`config.mk`:
```
export PLATFORM = sky130hd
export DESIGN_NAME = hart_puls_gen_flat
export DESIGN_NICKNAME = d
export VERILOG_FILES = /design/src/rtl/hart_puls_gen_pkg.sv /design/src/rtl/hart_puls_gen_if.sv /design/src/rtl/hart_puls_gen_puls_rekker.sv /design/src/rtl/hart_puls_gen.sv /design/src/flat_wrapper.sv
export SDC_FILE = /design/constraint.sdc
export NUM_CORES = 1
export LEC_CHECK = 0
export CAP_MARGIN = 5
export CORE_ASPECT_RATIO = 1.2
export CORE_MARGIN = 4
export CORE_UTILIZATION = 50
export DETAILED_ROUTE_END_ITERATION = 8
export PLACE_DENSITY_LB_ADDON = 0.12
export REMOVE_ABC_BUFFERS = 1
export SLEW_MARGIN = 20
export SYNTH_ARGS = -nofsm -noshare
export SYNTH_HDL_FRONTEND = slang
export SYNTH_HIERARCHICAL = 1
export SYNTH_SLANG_ARGS = --single-unit
export TNS_END_PERCENT = 10
```
`constraint.sdc`:
```
create_clock -name CLK -period 2.4 [get_ports CLK]
set_clock_uncertainty 0.2 [all_clocks]
set_input_delay 0.24 -clock CLK [delete_from_list [all_inputs] [get_ports CLK]]
set_output_delay 0.24 -clock CLK [all_outputs]
set_load 0.1 [all_outputs]
```
`src/rtl/hart_puls_gen_pkg.sv`:
```
// Shared definitions for the heartbeat pulse generator and the heart-rate counter.
// Both sides use the same window length (2^HART_ACC_W clocks).
package hart_pkg;

  localparam int HART_ACC_W  = 28;
  localparam int HART_FREQ_W = 8;

  typedef enum logic {
    IDLE = 1'b0,
    RUN  = 1'b1
  } hart_state_e;

endpackage

```
`src/rtl/hart_puls_gen_if.sv`:
```
// Control and pulse-output bundle of the heartbeat pulse generator.
interface hart_puls_gen_if #(
  parameter int FREQ_W = hart_pkg::HART_FREQ_W
);

  logic              Inschakel;
  logic [FREQ_W-1:0] Freq_in;
  logic              Laden;
  logic              Uitgang;
  logic              Tik;
  logic              Venster;
  logic              Actief;

  modport master (
    output Inschakel, Freq_in, Laden,
    input  Uitgang, Tik, Venster, Actief
  );

  modport slave (
    input  Inschakel, Freq_in, Laden,
    output Uitgang, Tik, Venster, Actief
  );

endinterface

```
`src/rtl/hart_puls_gen_puls_rekker.sv`:
```
// Retriggerable pulse stretcher: every Trig (re)loads PULSE_LEN, output is high
// while the counter is non-zero, so overlapping beats merge into one pulse.
module puls_rekker #(
  parameter int PULSE_LEN = 1000
) (
  input  logic CLK,
  input  logic Reset,
  input  logic Trig,
  output logic Uit
);

  localparam int CNT_W = $clog2(PULSE_LEN + 1);

  logic [CNT_W-1:0] cnt;

  always_ff @(posedge CLK or negedge Reset) begin
    if (!Reset) begin
      cnt <= '0;
    end else if (Trig) begin
      cnt <= CNT_W'(PULSE_LEN);
    end else if (cnt != '0) begin
      cnt <= cnt - CNT_W'(1);
    end
  end

  assign Uit = (cnt != '0);

endmodule

```
`src/rtl/hart_puls_gen.sv`:
```
// Heartbeat pulse generator: an NCO turns a per-window beat count into exactly
// that many one-clock ticks per window, each stretched into a visible pulse.
module hart_puls_gen
  import hart_pkg::*;
#(
  parameter int ACC_W     = HART_ACC_W,
  parameter int FREQ_W    = HART_FREQ_W,
  parameter int PULSE_LEN = 1000
) (
  input  logic            CLK,
  input  logic            Reset,
  hart_puls_gen_if.slave  bus
);

  hart_state_e       state;
  hart_state_e       state_next;

  logic [ACC_W-1:0]  acc;
  logic [ACC_W-1:0]  c;
  logic [ACC_W:0]    sum;
  logic [FREQ_W-1:0] freq_r;
  logic [FREQ_W-1:0] freq_pend;
  logic [FREQ_W-1:0] freq_next_win;
  logic              boundary;
  logic              tik;
  logic              venster;
  logic              uit;

  // ACC wraps back to 0 at every boundary since Freq_r * 2^ACC_W is a whole
  // number of wraps; that is what makes the tick count per window exact.
  assign sum           = {1'b0, acc} + {{(ACC_W + 1 - FREQ_W){1'b0}}, freq_r};
  assign boundary      = (state == RUN) && (c == '1);
  assign freq_next_win = bus.Laden ? bus.Freq_in : freq_pend;

  always_comb begin
    state_next = state;
    case (state)
      IDLE: begin
        if (bus.Inschakel && (freq_r != '0)) begin
          state_next = RUN;
        end
      end
      RUN: begin
        if (!bus.Inschakel) begin
          state_next = IDLE;
        end else if (boundary && (freq_next_win == '0)) begin
          state_next = IDLE;
        end
      end
      default: state_next = IDLE;
    endcase
  end

  always_ff @(posedge CLK or negedge Reset) begin
    if (!Reset) begin
      state <= IDLE;
    end else begin
      state <= state_next;
    end
  end

  // A new rate only takes effect at a window boundary while running, so each
  // window carries a single rate; a strobe on the boundary itself wins.
  always_ff @(posedge CLK or negedge Reset) begin
    if (!Reset) begin
      acc       <= '0;
      c         <= '0;
      freq_r    <= '0;
      freq_pend <= '0;
      tik       <= 1'b0;
      venster   <= 1'b0;
    end else begin
      if (bus.Laden) begin
        freq_pend <= bus.Freq_in;
      end

      if (state == IDLE) begin
        freq_r <= freq_pend;
      end else if (boundary) begin
        freq_r <= freq_next_win;
      end

      if ((state == RUN) && bus.Inschakel) begin
        acc     <= sum[ACC_W-1:0];
        c       <= c + ACC_W'(1);
        tik     <= sum[ACC_W];
        venster <= (c == '1);
      end else begin
        acc     <= '0;
        c       <= '0;
        tik     <= 1'b0;
        venster <= 1'b0;
      end
    end
  end

  puls_rekker #(
    .PULSE_LEN(PULSE_LEN)
  ) u_rekker (
    .CLK  (CLK),
    .Reset(Reset),
    .Trig (tik),
    .Uit  (uit)
  );

  // Gating with RUN truncates a pulse on the edge that leaves RUN.
  assign bus.Uitgang = uit && (state == RUN);
  assign bus.Tik     = tik;
  assign bus.Venster = venster;
  assign bus.Actief  = (state == RUN);

endmodule

```
`src/flat_wrapper.sv`:
```
// flat-port wrapper written by rule: the top's interface ports become plain ports
module hart_puls_gen_flat import hart_pkg::*;
#(
  parameter int ACC_W     = HART_ACC_W,
  parameter int FREQ_W    = HART_FREQ_W,
  parameter int PULSE_LEN = 1000
)
  (CLK, Reset, bus_Inschakel, bus_Freq_in, bus_Laden, bus_Uitgang, bus_Tik, bus_Venster, bus_Actief);
  hart_puls_gen_if #(.FREQ_W(FREQ_W)) bus_i ();
  input  logic CLK;
  input  logic Reset;
  input wire logic [$bits(bus_i.Inschakel)-1:0] bus_Inschakel;
  input wire logic [$bits(bus_i.Freq_in)-1:0] bus_Freq_in;
  input wire logic [$bits(bus_i.Laden)-1:0] bus_Laden;
  output wire logic [$bits(bus_i.Uitgang)-1:0] bus_Uitgang;
  output wire logic [$bits(bus_i.Tik)-1:0] bus_Tik;
  output wire logic [$bits(bus_i.Venster)-1:0] bus_Venster;
  output wire logic [$bits(bus_i.Actief)-1:0] bus_Actief;
  assign bus_i.Inschakel = bus_Inschakel;
  assign bus_i.Freq_in = bus_Freq_in;
  assign bus_i.Laden = bus_Laden;
  assign bus_Uitgang = bus_i.Uitgang;
  assign bus_Tik = bus_i.Tik;
  assign bus_Venster = bus_i.Venster;
  assign bus_Actief = bus_i.Actief;
  hart_puls_gen #(.ACC_W(ACC_W), .FREQ_W(FREQ_W), .PULSE_LEN(PULSE_LEN)) u_core (.CLK(CLK), .Reset(Reset), .bus(bus_i));
endmodule
```
==> summary.txt, run 1 <==
Status
  • Status: finished with violations
  • Failing checks: negative setup slack

Power
  • Sw Share: 26.8%
  • Comb power frac: 13.5%
  • Power density over the cells: 534 nW/um^2
  • Leakage: 0.00232 uW
  • VDD IR-drop max: 370 uV
  • Clock power share: 33.2%
  • Seq pwr share: 53.3%
  • Sw Pwr: 764 uW
  • Int Power: 2080 uW

Yosys
  • Post-synthesis register bit count: 85
  • Post-synth ARST share: 100%
  • Synth Area in XOR/XNOR: 7.67%
  • Seq/Total Area, Yosys: 46.6%
  • Post-synth EDFFs: 0
  • Simple-gate share of the synthesized area: 23.5%
  • Post-synthesis compound-gate area fraction: 14.0%
  • Syn_area_per_cell: 10.1 sq um
  • Largest family of logic cells by synthesized area: simple AND/OR/NAND/NOR gates
  • Post-synthesis mux area share: 2.36%
  • Yosys warning count: 6
  • Gate count of the mapped netlist: 450
  • Mapped Area: 4570 sq um
  • Ys flop type: dfrtp_1
  • Synth Area in Adders: 3.18%
  • Distinct cells, synth: 66

Route
  • Routed len/inst: 15.2 um
  • DRT Wirelength: 9.30 mm
  • Residual DRC: 0
  • Detailed Routing Iterations Pass 1: 4
  • ANT nets after route: 0
  • Vias post-DR: 3487
  • Drt initial violations: 120
  • Drt via density: 5.71

Critical path
  • CP Class: reg2out
  • Worst reg2reg path depth: 9
  • Worst setup SP type: register
  • Reg-to-reg slack, setup: 40 ps
  • CP max-delay cell: or4b_4
  • CP max FO: 2
  • Cells along the critical path: inv_2 -> ha_4 -> or4b_4 -> nor3_4 -> inv_2 -> and2_4 -> buf_12
  • R2R Path End: u_core/acc[16]$_DFF_PN0_
  • CP startpoint: u_core/u_rekker/cnt[1]$_DFFE_PN0P_
  • Crit. End Element: primary output
  • Cell repeated most along the worst path: inv_2
  • FF-to-FF Start: u_core/freq_r[0]$_DFFE_PN0P_
  • Worst path max stage delay: 480 ps
  • Worst Path Arrival: 1980 ps
  • CP required: 1960 ps

STA
  • Hold Vio Cnt, Final: 0
  • Max-slew violations: 0
  • Setup slack after layout: -20.0 ps
  • TNS Setup: -20.0 ps
  • Clock period minus worst slack: 2420 ps
  • RSZ-0062 raised after global routing: yes
  • Max transition margin: 50.8%
  • Tcrit/Tclk final: 101%
  • Least-Margin Pin Slew: 735 ps
  • Final Setup Violations: 1
  • Fmax: 413 MHz

Clock tree
  • CTS tree: yes
  • CTS H-tree lvls: 3
  • CTS sink count: 85
  • Max Root-Sink Buffers: 2
  • CTS buffer count: 9
  • Clock latency on the worst-skew pair: 350 ps
  • Root buf cell: clkbuf_8
  • Clk slew on worst S/H paths: 90 ps

Flow run
  • Max-cap violations: 0

Global route
  • Vias in the first global route: 3436
  • Largest net degree at the start of global routing: 47
  • Antenna violations before repair: 0
  • GRT Total Usage: 18.8%
  • GR Overflow Total: 0
  • First-pass GRT wire length: 16.1 mm

Floorplan
  • Die height: 113 um
  • Die area: 10700 sq um
  • DIE WIDTH: 95.2 um
  • Std-Cell Rows: 37
  • Initial Util: 52.2%
  • Num ports: 16
  • Core area: 8750 sq um

Placement
  • DP Area: 4970 sq um
  • Final Wtd Congestion: 0.796
  • Final HPWL DP: 6.54 mm
  • PortBufs: 15

Cells and area
  • # diodes: 0
  • Nets: 512
  • Layout cells sized above 1: 18.8%
  • Leading cell type in the layout, fill and taps excluded: dfrtp_1
  • Finished Cell Area: 5330 sq um
  • Fin util: 60.9%
  • Most frequent cells in the layout: dfrtp_1 (84), nor2_1 (56), nand2_1 (34)
  • Layout area overhead: 16.6%

Min path
  • HP Class: in2async
[flip-flops by register name (all words and copies together) (netlist names)]
name / count
u_core/acc: 28
u_core/bus.Actief: 1
u_core/bus.Tik: 1
u_core/bus.Venster: 1
u_core/c: 28
u_core/freq_pend: 8
u_core/freq_r: 8
u_core/u_rekker/cnt: 10
[through the flow]
stage | hold WS [ps] | setup WS [ps] | std cells | power [uW]
6_report | 202 | -20.0 | 611 | 2850
5_1_grt | 238 | -98.8 | 611 | 2990
4_1_cts | 221 | -23.0 | 609 | 2870
3_5_place_dp | 54.3 | -27.7 | 584 | 1910
3_3_place_gp | 54.7 | 6.10 | 584 | 1900
2_1_floorplan | -256 | -894 | 434 | 1750
[how the worst max path moves through the flow]
| stage | end | slack, ps | cells past startpoint |
|---|---|---|---|
| 6_report | bus_Uitgang | -20 | 7 |
| 5_1_grt | bus_Uitgang | -100 | 7 |
| 4_1_cts | bus_Uitgang | -20 | 7 |
| 3_5_place_dp | u_core/acc[12]$_DFF_PN0_ | -30 | 8 |
| 3_3_place_gp | u_core/acc[12]$_DFF_PN0_ | 6 | 8 |
| 2_1_floorplan | u_core/c[15]$_DFF_PN0_ | -890 | 3 |
[kinds of logic (layout without fill, tap and decap cells)]
kind of cell,after synthesis,count (layout)
AND/OR/NAND/NOR,193,193
flip-flops,85,85
AO/OA/AOI/OAI,82,82
XOR/XNOR,40,40
buffers and inverters,29,73
adder cells (fa/ha/maj),11,11
multiplexers,10,10
[cell usage after synthesis, types with 8 or more instances]
master	instances	area (sq um)
a21oi_1	17	85.1
and3_1	15	93.8
and4_1	8	70.1
clkbuf_1	10	37.5
dfrtp_1	85	2130
ha_1	10	125
inv_1	12	45.0
nand2_1	34	128
nand3_1	19	95.1
nand4_1	10	62.6
nor2_1	56	210
o211ai_1	8	60.1
o21ai_0	13	65.1
or4_1	8	60.1
xnor2_1	19	166
xor2_1	21	184
[final cells by class]
cell class | count | area (sq um)
clock buffer | 11 | 151
clock inverter | 5 | 33.8
fill | 751 | 3420
inverter | 13 | 48.8
multi-input combinational | 336 | 2380
sequential | 85 | 2130
tap | 117 | 146
timing repair buffer | 44 | 433
[timing repair]
action | CTS | global route
endpoints found under the setup margin | 6 | 26
pin swaps | 3 | 6
endpoints found under the hold margin | 39 | 0
resized for setup | 8 | 10
hold buffers | 1 | 0
setup buffers | 8 | 2
[power by group through the flow]
stage,Combinational (uW),Clock (uW),Sequential (uW)
global placement,360,0,1540
CTS,378,976,1510
global route,429,1040,1520
detailed placement,364,0,1540
floorplan,207,0,1540
finish,385,944,1520
[worst max-delay path: cells and delay by family (launching register included)]
family / cells / cell delay (ps)
AND/OR/NAND/NOR: 3 / 790
buffers and inverters: 3 / 290
flip-flops: 1 / 400
adder cells (fa/ha/maj): 1 / 140
[layer usage]
metal	global-route usage (%)	up-vias	routed length (um)
li1	-	1719	-
met1	24.9	1711	4290
met2	30.1	48	4600
met3	3.66	9	288
met4	7.41	0	125
met5	0	-	0
Power figures use the tool's default switching activity.
==> run 2: changes to the inputs <==
Settings changed: CORE_MARGIN 4 to not set.
Clock period 2.4 ns to 2.7 ns, I/O delays scaled along.
==> summary.txt, run 2 (synthesis results as in run 1) <==
Clock tree
  • Root buf cell: clkbuf_8
  • Clk slew on worst S/H paths: 80 ps
  • CTS buffer count: 9
  • Clock latency on the worst-skew pair: 360 ps
  • CTS sink count: 85
  • Max Root-Sink Buffers: 2
  • CTS H-tree lvls: 3
  • CTS tree: yes

Critical path
  • FF-to-FF Start: u_core/freq_r[0]$_DFFE_PN0P_
  • CP max FO: 6
  • CP max-delay cell: or4b_4
  • Worst path max stage delay: 500 ps
  • R2R Path End: u_core/acc[12]$_DFF_PN0_
  • WP depth: 7
  • Crit. End Element: primary output
  • Cells along the critical path: inv_1 -> ha_4 -> or4b_4 -> nor3_4 -> inv_2 -> and2_1 -> buf_12
  • Buffers & Inverters on Critical Path: 3
  • CP Class: reg2out
  • Worst Path Arrival: 2180 ps
  • CP required: 2230 ps
  • Worst reg2reg path depth: 8
  • Setup crit end: bus_Uitgang
  • Worst setup SP type: register
  • Reg-to-reg slack, setup: 210 ps
  • CP top delay family: simple AND/OR/NAND/NOR gates
  • CP startpoint: u_core/u_rekker/cnt[1]$_DFFE_PN0P_

Route
  • ANT nets after route: 0
  • Routed len/inst: 15.3 um
  • Residual DRC: 0
  • Drt via density: 5.78
  • Drt initial violations: 123
  • Detailed Routing Iterations Pass 1: 4
  • DRT Wirelength: 9.14 mm
  • Vias post-DR: 3460

STA
  • Max transition margin: 56.7%
  • Tcrit/Tclk final: 98.1%
  • Final hold slack: 249 ps
  • Fmax: 378 MHz
  • Clock period minus worst slack: 2650 ps
  • Setup slack after layout: 51.1 ps
  • Max-slew violations: 0
  • Hold Vio Cnt, Final: 0
  • Least-Margin Pin Slew: 647 ps
  • Final Setup Violations: 0

Status
  • Status: complete, no violations

Floorplan
  • Core area: 8700 sq um
  • Std-Cell Rows: 37
  • Die area: 9520 sq um
  • Initial Util: 52.5%
  • Num ports: 16
  • DIE WIDTH: 89.2 um
  • Die height: 107 um

Power
  • VDD IR-drop max: 326 uV
  • Leakage: 0.00225 uW
  • Clock power share: 35.3%
  • Sw Pwr: 661 uW
  • Power density over the cells: 495 nW/um^2
  • Comb power frac: 11.7%
  • Seq pwr share: 53.0%
  • Sw Share: 26.0%
  • Power, Total: 2540 uW
  • Int Power: 1880 uW

Min path
  • HP Class: in2async

Placement
  • Worst slack at placement: 234 ps
  • DP Area: 4880 sq um
  • PortBufs: 15
  • Final HPWL DP: 6.19 mm
  • Final Wtd Congestion: 0.852

Global route
  • GR Overflow Total: 0
  • Antenna violations before repair: 0
  • GRT Total Usage: 21.2%
  • First-pass GRT wire length: 15.7 mm
  • Largest net degree at the start of global routing: 86
  • Vias in the first global route: 3293

Cells and area
  • Largest regs: u_core/acc: 28 flops, u_core/c: 28 flops, u_core/u_rekker/cnt: 10 flops
  • Layout cells sized above 1: 13.9%
  • FILL cells: 807
  • Fin util: 59.0%
  • Leading cell type in the layout, fill and taps excluded: dfrtp_1
  • Most frequent cells in the layout: dfrtp_1 (85), nor2_1 (56), nand2_1 (34)
  • # diodes: 0
  • Finished Cell Area: 5130 sq um
  • Layout area overhead: 12.4%
  • Nets: 500

Flow run
  • Max-cap violations: 0
==> run 2: per-layer routing <==
| metal | part of all wire (%) | global-route usage [%] | up-vias |
|---|---|---|---|
| li1 | - | - | 1703 |
| met1 | 48 | 29.5 | 1699 |
| met2 | 48 | 32.6 | 48 |
| met3 | 2.6 | 3.23 | 10 |
| met4 | 1.6 | 9.18 | 0 |
| met5 | 0 | 0 | - |
==> run 2: worst min-delay path by stage <==
stage / startpoint / endpoint / slack [ps]
2_1_floorplan: Reset / u_core/acc[0]$_DFF_PN0_ / -230
3_3_place_gp: Reset / u_core/acc[16]$_DFF_PN0_ / 150
3_5_place_dp: Reset / u_core/acc[16]$_DFF_PN0_ / 140
4_1_cts: Reset / u_core/acc[22]$_DFF_PN0_ / 300
5_1_grt: Reset / u_core/acc[16]$_DFF_PN0_ / 330
6_report: Reset / u_core/acc[23]$_DFF_PN0_ / 250
==> run 2: power by group through the flow <==
stage	logic [uW]	registers, uW	clock network, uW
5_1_grt	337	1350	961
3_5_place_dp	297	1370	0
3_3_place_gp	296	1370	0
4_1_cts	301	1350	918
2_1_floorplan	184	1370	0
6_report	299	1350	897
==> run 2: per-stage QoR <==
stage | TNS, ps | instances
5_1_grt | -2.68 | 599
3_5_place_dp | 0 | 577
3_3_place_gp | 0 | 577
6_report | 0 | 599
4_1_cts | 0 | 595
2_1_floorplan | -6230 | 434
==> run 2: tightest hold or removal path, stage by stage <==
cell           delay (ps)
dlygate4sd3_1         530
buf_4                 110
buf_12                330
==> run 2: layout make-up <==
| class | instances | area [sq um] | area share (%) |
|---|---|---|---|
| clock buffers | 11 | 141 | 2.75 |
| clock inverters | 5 | 50.0 | 0.975 |
| inverters | 13 | 48.8 | 0.950 |
| multi-input cells | 336 | 2330 | 45.3 |
| flip-flops and latches | 85 | 2130 | 41.4 |
| well taps | 117 | 146 | 2.85 |
| repair buffers | 32 | 293 | 5.70 |
==> run 2: timing repair <==
item	CTS	global route
gates resized for setup	0	3
hold endpoints to repair	85	0
cloned	0	0
pin swaps	1	2
setup buffers	1	4
endpoints found under the setup margin	1	1
hold buffers	1	0
==> run 3: changes to the inputs <==
Settings changed: ABC_AREA set to 1, CAP_MARGIN 5 to not set, CTS_BUF_LIST set to sky130_fd_sc_hd__clkbuf_8.
==> summary.txt, run 3 <==
STA
  • Hold Vio Cnt, Final: 0
  • Clock period minus worst slack: 2360 ps
  • Least-Margin Pin Slew: 559 ps
  • Fmax: 423 MHz
  • Max-slew violations: 0
  • RSZ-0062 raised after global routing: no
  • TNS Setup: 0 ps
  • Max transition margin: 62.8%
  • Final Setup Violations: 0
  • Tcrit/Tclk final: 87.5%

Yosys
  • Mapped Area: 5110 sq um
  • Distinct cells, synth: 39
  • Synth area leader: dfrtp_1
  • Post-synth ARST share: 100%
  • Largest cells by area after synthesis: dfrtp_1 (42%), nand2_1 (16%), nor2_1 (8.0%), inv_1 (6.7%), nand3_1 (6.6%)
  • Post-synthesis register bit count: 85
  • Ys flop type: dfrtp_1
  • Seq/Total Area, Yosys: 41.6%
  • Count leader, synth: nand2_1
  • Gate count of the mapped netlist: 730
  • Post-synth top area share: 41.6%
  • Top cells by count, synth: nand2_1 (224), nor2_1 (109), inv_1 (91), dfrtp_1 (85), nand3_1 (67)
  • Syn_area_per_cell: 7.00 sq um
  • Yosys warning count: 6
  • Post-synth EDFFs: 0

Critical path
  • CP max-delay cell: dfrtp_1
  • Worst Path Arrival: 1890 ps
  • Crit. End Element: primary output
  • CP Class: reg2out
  • Buffers & Inverters on Critical Path: 3
  • CP max FO: 6
  • CP top delay family: simple AND/OR/NAND/NOR gates
  • Worst path max stage delay: 370 ps
  • Worst reg2reg path depth: 10
  • WP depth: 8
  • Cells along the critical path: inv_1 -> ha_1 -> nand2_4 -> nor2_8 -> nand2_4 -> nand2_1 -> inv_1 -> buf_4
  • Worst setup SP type: register
  • CP required: 2230 ps

Cells and area
  • # diodes: 0
  • Layout cells sized above 1: 8.42%
  • Leading cell type in the layout, fill and taps excluded: nand2_1
  • Nets: 778
  • Largest regs: u_core/acc: 28 flops, u_core/c: 28 flops, u_core/u_rekker/cnt: 10 flops
  • Most frequent cells in the layout: nand2_1 (224), nor2_1 (109), inv_1 (94)
  • Layout area overhead: 9.55%
  • Finished Cell Area: 5600 sq um

Floorplan
  • Die height: 113 um
  • DIE WIDTH: 94.3 um
  • Core area: 9960 sq um
  • Die area: 10600 sq um
  • Std-Cell Rows: 40
  • Num ports: 16
  • Initial Util: 51.3%

Global route
  • GRT Total Usage: 23.8%
  • First-pass GRT wire length: 19.6 mm
  • Antenna violations before repair: 0
  • Vias in the first global route: 4344
  • Largest net degree at the start of global routing: 44
  • GR Overflow Total: 0

Clock tree
  • CTS tree: yes
  • CTS H-tree lvls: 3
  • Root buf cell: clkbuf_8
  • Clock latency on the worst-skew pair: 360 ps
  • CTS buffer count: 9
  • CTS sink count: 85
  • Clk slew on worst S/H paths: 80 ps
  • Max Root-Sink Buffers: 2

Route
  • DRT Wirelength: 11.6 mm
  • Detailed Routing Iterations Pass 1: 5
  • Drt initial violations: 209
  • ANT nets after route: 0
  • Vias post-DR: 4551
  • Residual DRC: 0
  • Drt via density: 5.14
  • Routed len/inst: 13.1 um

Power
  • Power density over the cells: 428 nW/um^2
  • Comb power frac: 11.8%
  • Sw Pwr: 666 uW
  • Clock power share: 32.1%
  • Int Power: 1730 uW
  • VDD IR-drop max: 274 uV
  • Leakage: 0.00270 uW
  • Seq pwr share: 56.1%
  • Sw Share: 27.8%
  • Power, Total: 2400 uW

Flow run
  • Max-cap violations: 0

Placement
  • Final HPWL DP: 8.89 mm
  • PortBufs: 15
  • DP Area: 5430 sq um
  • Final Wtd Congestion: 0.943

Min path
  • HP Class: in2async

Status
  • Status: complete, no violations
==> run 3: cell count changes after synthesis, moves of 15 or more <==
cell | before | now
nand2_1 | 34 | 224
inv_1 | 12 | 91
nor2_1 | 56 | 109
nand3_1 | 19 | 67
o21ai_0 | 13 | 31
xnor2_1 | 19 | 2
xor2_1 | 21 | 4
and3_1 | 15 | 0
==> run 3: routing by layer <==
layer	wire (um)	global-route usage [%]
met5	0	0
met4	327	9.44
met3	434	3.90
met2	5780	41.0
met1	5070	29.4
==> run 3: power groups by stage <==
| stage | Combinational [uW] | Clock (uW) | Sequential (uW) |
|---|---|---|---|
| after floorplan | 170 | 0 | 1370 |
| after global routing | 327 | 853 | 1350 |
| after detailed placement | 285 | 0 | 1370 |
| after CTS | 288 | 808 | 1340 |
| after global placement | 280 | 0 | 1370 |
| final | 283 | 769 | 1340 |
==> run 3: worst reg2reg max path, delay by kind of cell, from the launching register on <==
family | cells | cell delay, ps
AND/OR/NAND/NOR | 8 | 800
flip-flops | 1 | 400
adder cells (fa/ha/maj) | 2 | 650
==> run 3: kinds of logic after synthesis <==
| group | Yosys count | synth area share (%) |
|---|---|---|
| fa+ha+maj | 11 | 2.84 |
| flops | 85 | 41.6 |
| buf+inv | 108 | 8.04 |
| simple gates | 456 | 39.8 |
| xor+xnor | 6 | 1.03 |
| compound gates | 64 | 6.66 |
==> run 3: stage by stage <==
step | setup slack (ps) | hold slack (ps) | instances | util (%)
floorplan | -502 | -226 | 722 | -
global route | 214 | 293 | 886 | 56.2
CTS | 290 | 252 | 886 | 56.2
detailed placement | 559 | 109 | 869 | 54.5
finish | 336 | 241 | 886 | 56.2
global placement | 616 | 106 | 869 | 54.5
==> run 3: final timing paths <==
check	start	endpoint	slack (ps)
setup / recovery	u_core/u_rekker/cnt[0]$_DFFE_PN0P_	bus_Uitgang	340
hold / removal	Reset	u_core/acc[23]$_DFF_PN0_	240
setup reg to reg	u_core/freq_r[0]$_DFFE_PN0P_	u_core/acc[12]$_DFF_PN0_	550
hold reg to reg	u_core/c[10]$_DFF_PN0_	u_core/c[10]$_DFF_PN0_	310
max in group asynchronous	Reset	u_core/c[7]$_DFF_PN0_	1460
min in group CLK	bus_Inschakel	u_core/bus.Actief$_DFF_PN0_	300
==> run 3: area by class of cell <==
| class | count | area (sq um) |
|---|---|---|
| Clock inverter | 7 | 36.3 |
| Clock buffer | 9 | 124 |
| Sequential cell | 85 | 2130 |
| Timing Repair Buffer | 22 | 205 |
| Tap cell | 126 | 158 |
| Fill cell | 955 | 4360 |
| Multi-Input combinational cell | 537 | 2570 |
| Inverter | 100 | 375 |
==> run 3: what timing repair did <==
action / in CTS / in global routing
gates resized for setup: 0 / 0
endpoints found under the hold margin: 41 / 0
buffers inserted: 0 / 0
hold buffers: 1 / 0
